### src/rtl/engine_access_arbiter_if.sv
// engine_access_arbiter_if: order, dump and engine handshake bundle around the arbiter
interface engine_access_arbiter_if;
   logic        mkt_valid;
   logic [31:0] mkt_data;
   logic        mkt_last;
   logic        mkt_ready;
   logic        bot_valid;
   logic [31:0] bot_data;
   logic        bot_ready;
   logic        dump_req;
   logic        dump_ack;
   logic        eng_busy;
   logic        eng_valid;
   logic [31:0] eng_data;
   logic        eng_dump_start;
   logic [2:0]  o_state;
   logic [15:0] o_issue_count;
   modport master (
      input  mkt_valid, mkt_data, mkt_last, bot_valid, bot_data, dump_req, eng_busy,
      output mkt_ready, bot_ready, dump_ack, eng_valid, eng_data, eng_dump_start, o_state, o_issue_count
   );
   modport slave (
      output mkt_valid, mkt_data, mkt_last, bot_valid, bot_data, dump_req, eng_busy,
      input  mkt_ready, bot_ready, dump_ack, eng_valid, eng_data, eng_dump_start, o_state, o_issue_count
   );
endinterface

### src/rtl/engine_access_arbiter.sv
// engine_access_arbiter: arbitrates market, bot and book-dump access to the order book engine
module engine_access_arbiter #(
   parameter int MAX_BURST    = 64,
   parameter int DUMP_TIMEOUT = 16
) (
   input logic clk_engine,
   input logic rst_engine,
   engine_access_arbiter_if.master bus
);
   typedef enum logic [2:0] {IDLE = 3'd0, MARKET = 3'd1, BOT = 3'd2, DUMP_START = 3'd3, DUMP_WAIT = 3'd4} state_t;
   localparam int TW = $clog2(DUMP_TIMEOUT + 1);
   state_t        state, state_n;
   logic          last_mkt, last_mkt_n;
   logic          dump_pending, busy_seen, issue_ok, take, dump_issue, dump_done;
   logic [6:0]    burst;
   logic [TW-1:0] wait_cnt;
   // a visible strobe is the gap cycle: nothing issues while the engine is looking at one
   assign issue_ok      = !bus.eng_busy && !bus.eng_valid && !bus.eng_dump_start;
   assign bus.mkt_ready = state == MARKET && issue_ok && bus.mkt_valid;
   assign bus.bot_ready = state == BOT && issue_ok && bus.bot_valid;
   assign take          = bus.mkt_ready || bus.bot_ready;
   assign dump_issue    = state == DUMP_START && issue_ok;
   assign dump_done     = state == DUMP_WAIT && !bus.eng_busy && (busy_seen || wait_cnt == TW'(DUMP_TIMEOUT - 1));
   assign bus.o_state   = state;
   // next-state and grant history
   always_comb begin
      state_n    = state;
      last_mkt_n = last_mkt;
      case (state)
         IDLE:       state_n = dump_pending ? DUMP_START
                             : bus.mkt_valid && (!bus.bot_valid || !last_mkt) ? MARKET
                             : bus.bot_valid ? BOT : IDLE;
         MARKET:     if (bus.mkt_ready && (bus.mkt_last || burst == 7'(MAX_BURST - 1))) begin
                        state_n    = IDLE;
                        last_mkt_n = 1'b1;
                     end
         BOT:        if (bus.bot_ready || !bus.bot_valid) begin
                        state_n    = IDLE;
                        last_mkt_n = bus.bot_ready ? 1'b0 : last_mkt;
                     end
         DUMP_START: state_n = dump_issue ? DUMP_WAIT : DUMP_START;
         DUMP_WAIT:  state_n = dump_done ? IDLE : DUMP_WAIT;
         default:    state_n = IDLE;
      endcase
   end
   // state register; last_grant resets to bot so market wins the first tie
   always_ff @(posedge clk_engine) begin
      if (rst_engine) begin
         state    <= IDLE;
         last_mkt <= 1'b0;
      end else begin
         state    <= state_n;
         last_mkt <= last_mkt_n;
      end
   end
   // engine strobes, issued word, dump bookkeeping and counters
   always_ff @(posedge clk_engine) begin
      if (rst_engine) begin
         dump_pending       <= 1'b0;
         busy_seen          <= 1'b0;
         burst              <= '0;
         wait_cnt           <= '0;
         bus.eng_valid      <= 1'b0;
         bus.eng_data       <= '0;
         bus.eng_dump_start <= 1'b0;
         bus.dump_ack       <= 1'b0;
         bus.o_issue_count  <= '0;
      end else begin
         dump_pending       <= bus.dump_req || (dump_pending && !dump_issue);
         busy_seen          <= state == DUMP_WAIT && (busy_seen || bus.eng_busy);
         burst              <= state == MARKET ? burst + 7'(bus.mkt_ready) : 7'd0;
         wait_cnt           <= state == DUMP_WAIT ? wait_cnt + TW'(1) : '0;
         bus.eng_valid      <= take;
         bus.eng_data       <= bus.mkt_ready ? bus.mkt_data : bus.bot_ready ? bus.bot_data : bus.eng_data;
         bus.eng_dump_start <= dump_issue;
         bus.dump_ack       <= dump_done;
         bus.o_issue_count  <= bus.o_issue_count + 16'(take);
      end
   end
endmodule

### src/flat_wrapper.sv
// flat-port wrapper written by rule: the top's interface ports become plain ports
module engine_access_arbiter_flat 
#(
   parameter int MAX_BURST    = 64,
   parameter int DUMP_TIMEOUT = 16
)
  (clk_engine, rst_engine, bus_mkt_valid, bus_mkt_data, bus_mkt_last, bus_bot_valid, bus_bot_data, bus_dump_req, bus_eng_busy, bus_mkt_ready, bus_bot_ready, bus_dump_ack, bus_eng_valid, bus_eng_data, bus_eng_dump_start, bus_o_state, bus_o_issue_count);
  engine_access_arbiter_if bus_i ();
  input logic clk_engine;
  input logic rst_engine;
  input wire logic [$bits(bus_i.mkt_valid)-1:0] bus_mkt_valid;
  input wire logic [$bits(bus_i.mkt_data)-1:0] bus_mkt_data;
  input wire logic [$bits(bus_i.mkt_last)-1:0] bus_mkt_last;
  input wire logic [$bits(bus_i.bot_valid)-1:0] bus_bot_valid;
  input wire logic [$bits(bus_i.bot_data)-1:0] bus_bot_data;
  input wire logic [$bits(bus_i.dump_req)-1:0] bus_dump_req;
  input wire logic [$bits(bus_i.eng_busy)-1:0] bus_eng_busy;
  output wire logic [$bits(bus_i.mkt_ready)-1:0] bus_mkt_ready;
  output wire logic [$bits(bus_i.bot_ready)-1:0] bus_bot_ready;
  output wire logic [$bits(bus_i.dump_ack)-1:0] bus_dump_ack;
  output wire logic [$bits(bus_i.eng_valid)-1:0] bus_eng_valid;
  output wire logic [$bits(bus_i.eng_data)-1:0] bus_eng_data;
  output wire logic [$bits(bus_i.eng_dump_start)-1:0] bus_eng_dump_start;
  output wire logic [$bits(bus_i.o_state)-1:0] bus_o_state;
  output wire logic [$bits(bus_i.o_issue_count)-1:0] bus_o_issue_count;
  assign bus_i.mkt_valid = bus_mkt_valid;
  assign bus_i.mkt_data = bus_mkt_data;
  assign bus_i.mkt_last = bus_mkt_last;
  assign bus_i.bot_valid = bus_bot_valid;
  assign bus_i.bot_data = bus_bot_data;
  assign bus_i.dump_req = bus_dump_req;
  assign bus_i.eng_busy = bus_eng_busy;
  assign bus_mkt_ready = bus_i.mkt_ready;
  assign bus_bot_ready = bus_i.bot_ready;
  assign bus_dump_ack = bus_i.dump_ack;
  assign bus_eng_valid = bus_i.eng_valid;
  assign bus_eng_data = bus_i.eng_data;
  assign bus_eng_dump_start = bus_i.eng_dump_start;
  assign bus_o_state = bus_i.o_state;
  assign bus_o_issue_count = bus_i.o_issue_count;
  engine_access_arbiter #(.MAX_BURST(MAX_BURST), .DUMP_TIMEOUT(DUMP_TIMEOUT)) u_core (.clk_engine(clk_engine), .rst_engine(rst_engine), .bus(bus_i));
endmodule
### config.mk
export PLATFORM = sky130hd
export DESIGN_NAME = engine_access_arbiter_flat
export DESIGN_NICKNAME = d
export VERILOG_FILES = /design/src/rtl/engine_access_arbiter_if.sv /design/src/rtl/engine_access_arbiter.sv /design/src/flat_wrapper.sv
export SDC_FILE = /design/constraint.sdc
export NUM_CORES = 1
export LEC_CHECK = 0
export CAP_MARGIN = 10
export CORE_UTILIZATION = 42
export CTS_CLUSTER_DIAMETER = 100
export DETAILED_ROUTE_END_ITERATION = 10
export PLACE_DENSITY = 0.81
export SLEW_MARGIN = 0
export SYNTH_ARGS = -nofsm -noshare
export SYNTH_HDL_FRONTEND = slang
export SYNTH_SLANG_ARGS = --single-unit
### constraint.sdc
create_clock -name clk_engine -period 2.8 [get_ports clk_engine]
set_input_delay 0.28 -clock clk_engine [delete_from_list [all_inputs] [get_ports clk_engine]]
set_output_delay 0.28 -clock clk_engine [all_outputs]
set_load 0.05 [all_outputs]
==> run metrics <==
outcome=finished with violations; violated checks=DRC; Die W=84.3 um; Nets=495; pwr/cell area=546 nW/um^2; cell taking the most area after synthesis=dfxtp_1; Antenna Cells=0; vias in the first global route=2711; first-pass GRT wire length=12.7 mm; DRC viols=6; Ys Warns=0; CP max stage delay=550 ps; number of vias per cell=5.31; Rel. slew slack=0.640; worst hold path class=reg2reg; number of enable flip-flop cells after synthesis=0; share of synthesized registers carrying an async set or reset=0; Final TNS setup=0 ps; delay-heaviest family, CP=buffers and inverters; Overflow after GRT=0; Post-Synthesis Cells=290; fin. max-slew vios=0; most frequent cells after synthesis=dfxtp_1, nor2_1, a22oi_1, o2bb2ai_1; critical path arrival=2050 ps; Util after Layout=0.695; Critical Path RT=2520 ps; share of the synthesized area in the top cell type=0.486; Setup Skew=12.6 ps; top-count cell post-synth=dfxtp_1; routed len/inst=15.3 um; Area contributors post-synth=dfxtp_1, o2bb2ai_1, a22oi_1, nor2_1, xor2_1; Post-Route WL=7.66 mm; Longest Clk Path Bufs=2; crit path capture type=output pin; sequential area share after synthesis=0.486; hold slack=446 ps; Core ar.=6460 um^2; H-tree levels=3; GP Congestion=0.829; Worst VDD drop=0.000283 V; final-layout fill cell count=524; Max Freq=0.430 GHz; die area=7100 um^2; unrepaired setup endpoints after global routing=no; Tcrit/Tclk final=0.831; Mapped Nets=367; root buf cell=clkbuf_8; hold_buf cts=0; Primary FF master, synth=dfxtp_1; number of synthesized register bits=69; Worst Max-Slew Pin Slew=538 ps; Clk Latency, worst-skew pair=340 ps; share of cells above drive strength 1=0.0875; post-CTS setup buffer count=0; CP max FO=33; area grow syn2layout=57.8%; critical setup path kind=in2out; DIE HEIGHT=84.3 um; Worst Setup Start Kind=primary input; routed via count=2656; initial drt markers=83; critical path's slowest cell=clkdlybuf4s50_1; initial antenna violation count=0; CP most frequent cell=buf_4; first-pass detailed-route iteration total=7; ANT nets after route=0; I/O pin count=127; GRT Overall Usage=0.225; I/O Buffers=126; Clk pin slew, worst setup/hold paths=70 ps; final setup fails=0; CP bufs+invs=4; Post-Syn Area=2840 um^2; post-cts resize count=0; final hold violation count=0; TritonCTS clock tree=done; clock tree sinks=69; total CTS buffers=9; Leakage=1.56 nW; largest net degree at the start of global routing=36; Row Count=29; Tmin final=2330 ps; max cap viols=0; Starting Density=0.440; crit-path cells=clkdlybuf4s50_1 > nor4bb_4 > buf_4 > and2_1 > buf_4 > buf_12; DP HPWL=5.57 mm; Yosys cell types=40; Avg Synthesized Cell Area=9.81 um^2
state kept, by name (all words and copies together) (netlist names), 3 cells and up:
name / count
u_core.bus.o_issue_count: 16
u_core.bus.eng_data: 32
u_core.burst: 7
u_core.bus.o_state: 3
u_core.wait_cnt: 5
worst paths after layout:
path / end / slack, ps / from / depth (start not counted)
worst max-delay path: bus_mkt_ready / 470 / bus_mkt_valid / 6
worst min-delay path: u_core.wait_cnt[0] / 450 / u_core.wait_cnt[0] / 1
worst max register to register: u_core.bus.o_issue_count[15] / 480 / u_core.bus.o_state[1] / 7
worst min register to register: u_core.wait_cnt[0] / 450 / u_core.wait_cnt[0] / 1
cell usage in the layout, fill, tap and decap left out, types with 3 or more instances in the layout:
| cell | Yosys | layout |
|---|---|---|
| xnor2_1 | 9 | 9 |
| nor3_1 | 5 | 5 |
| ha_1 | 6 | 6 |
| a21oi_1 | 5 | 5 |
| xor2_1 | 10 | 10 |
| a22oi_1 | 33 | 33 |
| o21bai_1 | 3 | 3 |
| nor2_1 | 35 | 35 |
| o21ai_0 | 3 | 3 |
| nor2b_1 | 3 | 3 |
| buf_4 | 0 | 10 |
| nand2b_1 | 3 | 3 |
| dfxtp_1 | 69 | 69 |
| nand4_1 | 4 | 4 |
| inv_1 | 7 | 7 |
| bufinv_16 | 0 | 3 |
| o2bb2ai_1 | 32 | 32 |
| nand3_1 | 8 | 8 |
| nand2_1 | 10 | 10 |
| clkbuf_8 | 0 | 10 |
| clkdlybuf4s50_1 | 0 | 124 |
metal layers:
metal  wire length (um)  up-vias  GRT usage
met5                  0        -          0
met2               3920       77      0.401
li1                   -     1322          -
met4                146        0      0.102
met3                493       16     0.0629
met1               3110     1241      0.249
through the flow:
step	area, um^2	total power [W]	worst slack, ps	instances
after global placement	4250	0.00150	227	484
after detailed placement	4250	0.00150	124	484
after floorplan	2840	0.00129	83.3	290
after CTS	4490	0.00247	455	500
after global routing	4490	0.00254	294	500
final	4490	0.00245	474	500
layout make-up:
type	count	area, um^2	share of cell area
Multi-Input combinational cell	195	1390	0.309
Sequential cell	69	1380	0.308
Timing Repair Buffer	136	1360	0.302
Clock buffer	12	145	0.0323
Tap cell	77	96.3	0.0215
Clock inverter	4	95.1	0.0212
Inverter	7	26.3	0.00586
where the power goes:
part           switching, W  internal [W]
clock network      0.000353      0.000616
registers         0.0000300       0.00101
logic              0.000233      0.000206
total              0.000616       0.00184
cell families after synthesis:
| logic type | share of synthesized area |
|---|---|
| adder cells (fa/ha/maj) | 0.0264 |
| flip-flops | 0.486 |
| XOR/XNOR | 0.0585 |
| AND/OR/NAND/NOR | 0.162 |
| AO/OA/AOI/OAI | 0.230 |
| buffers and inverters | 0.0374 |
Power figures use the tool's default switching activity.
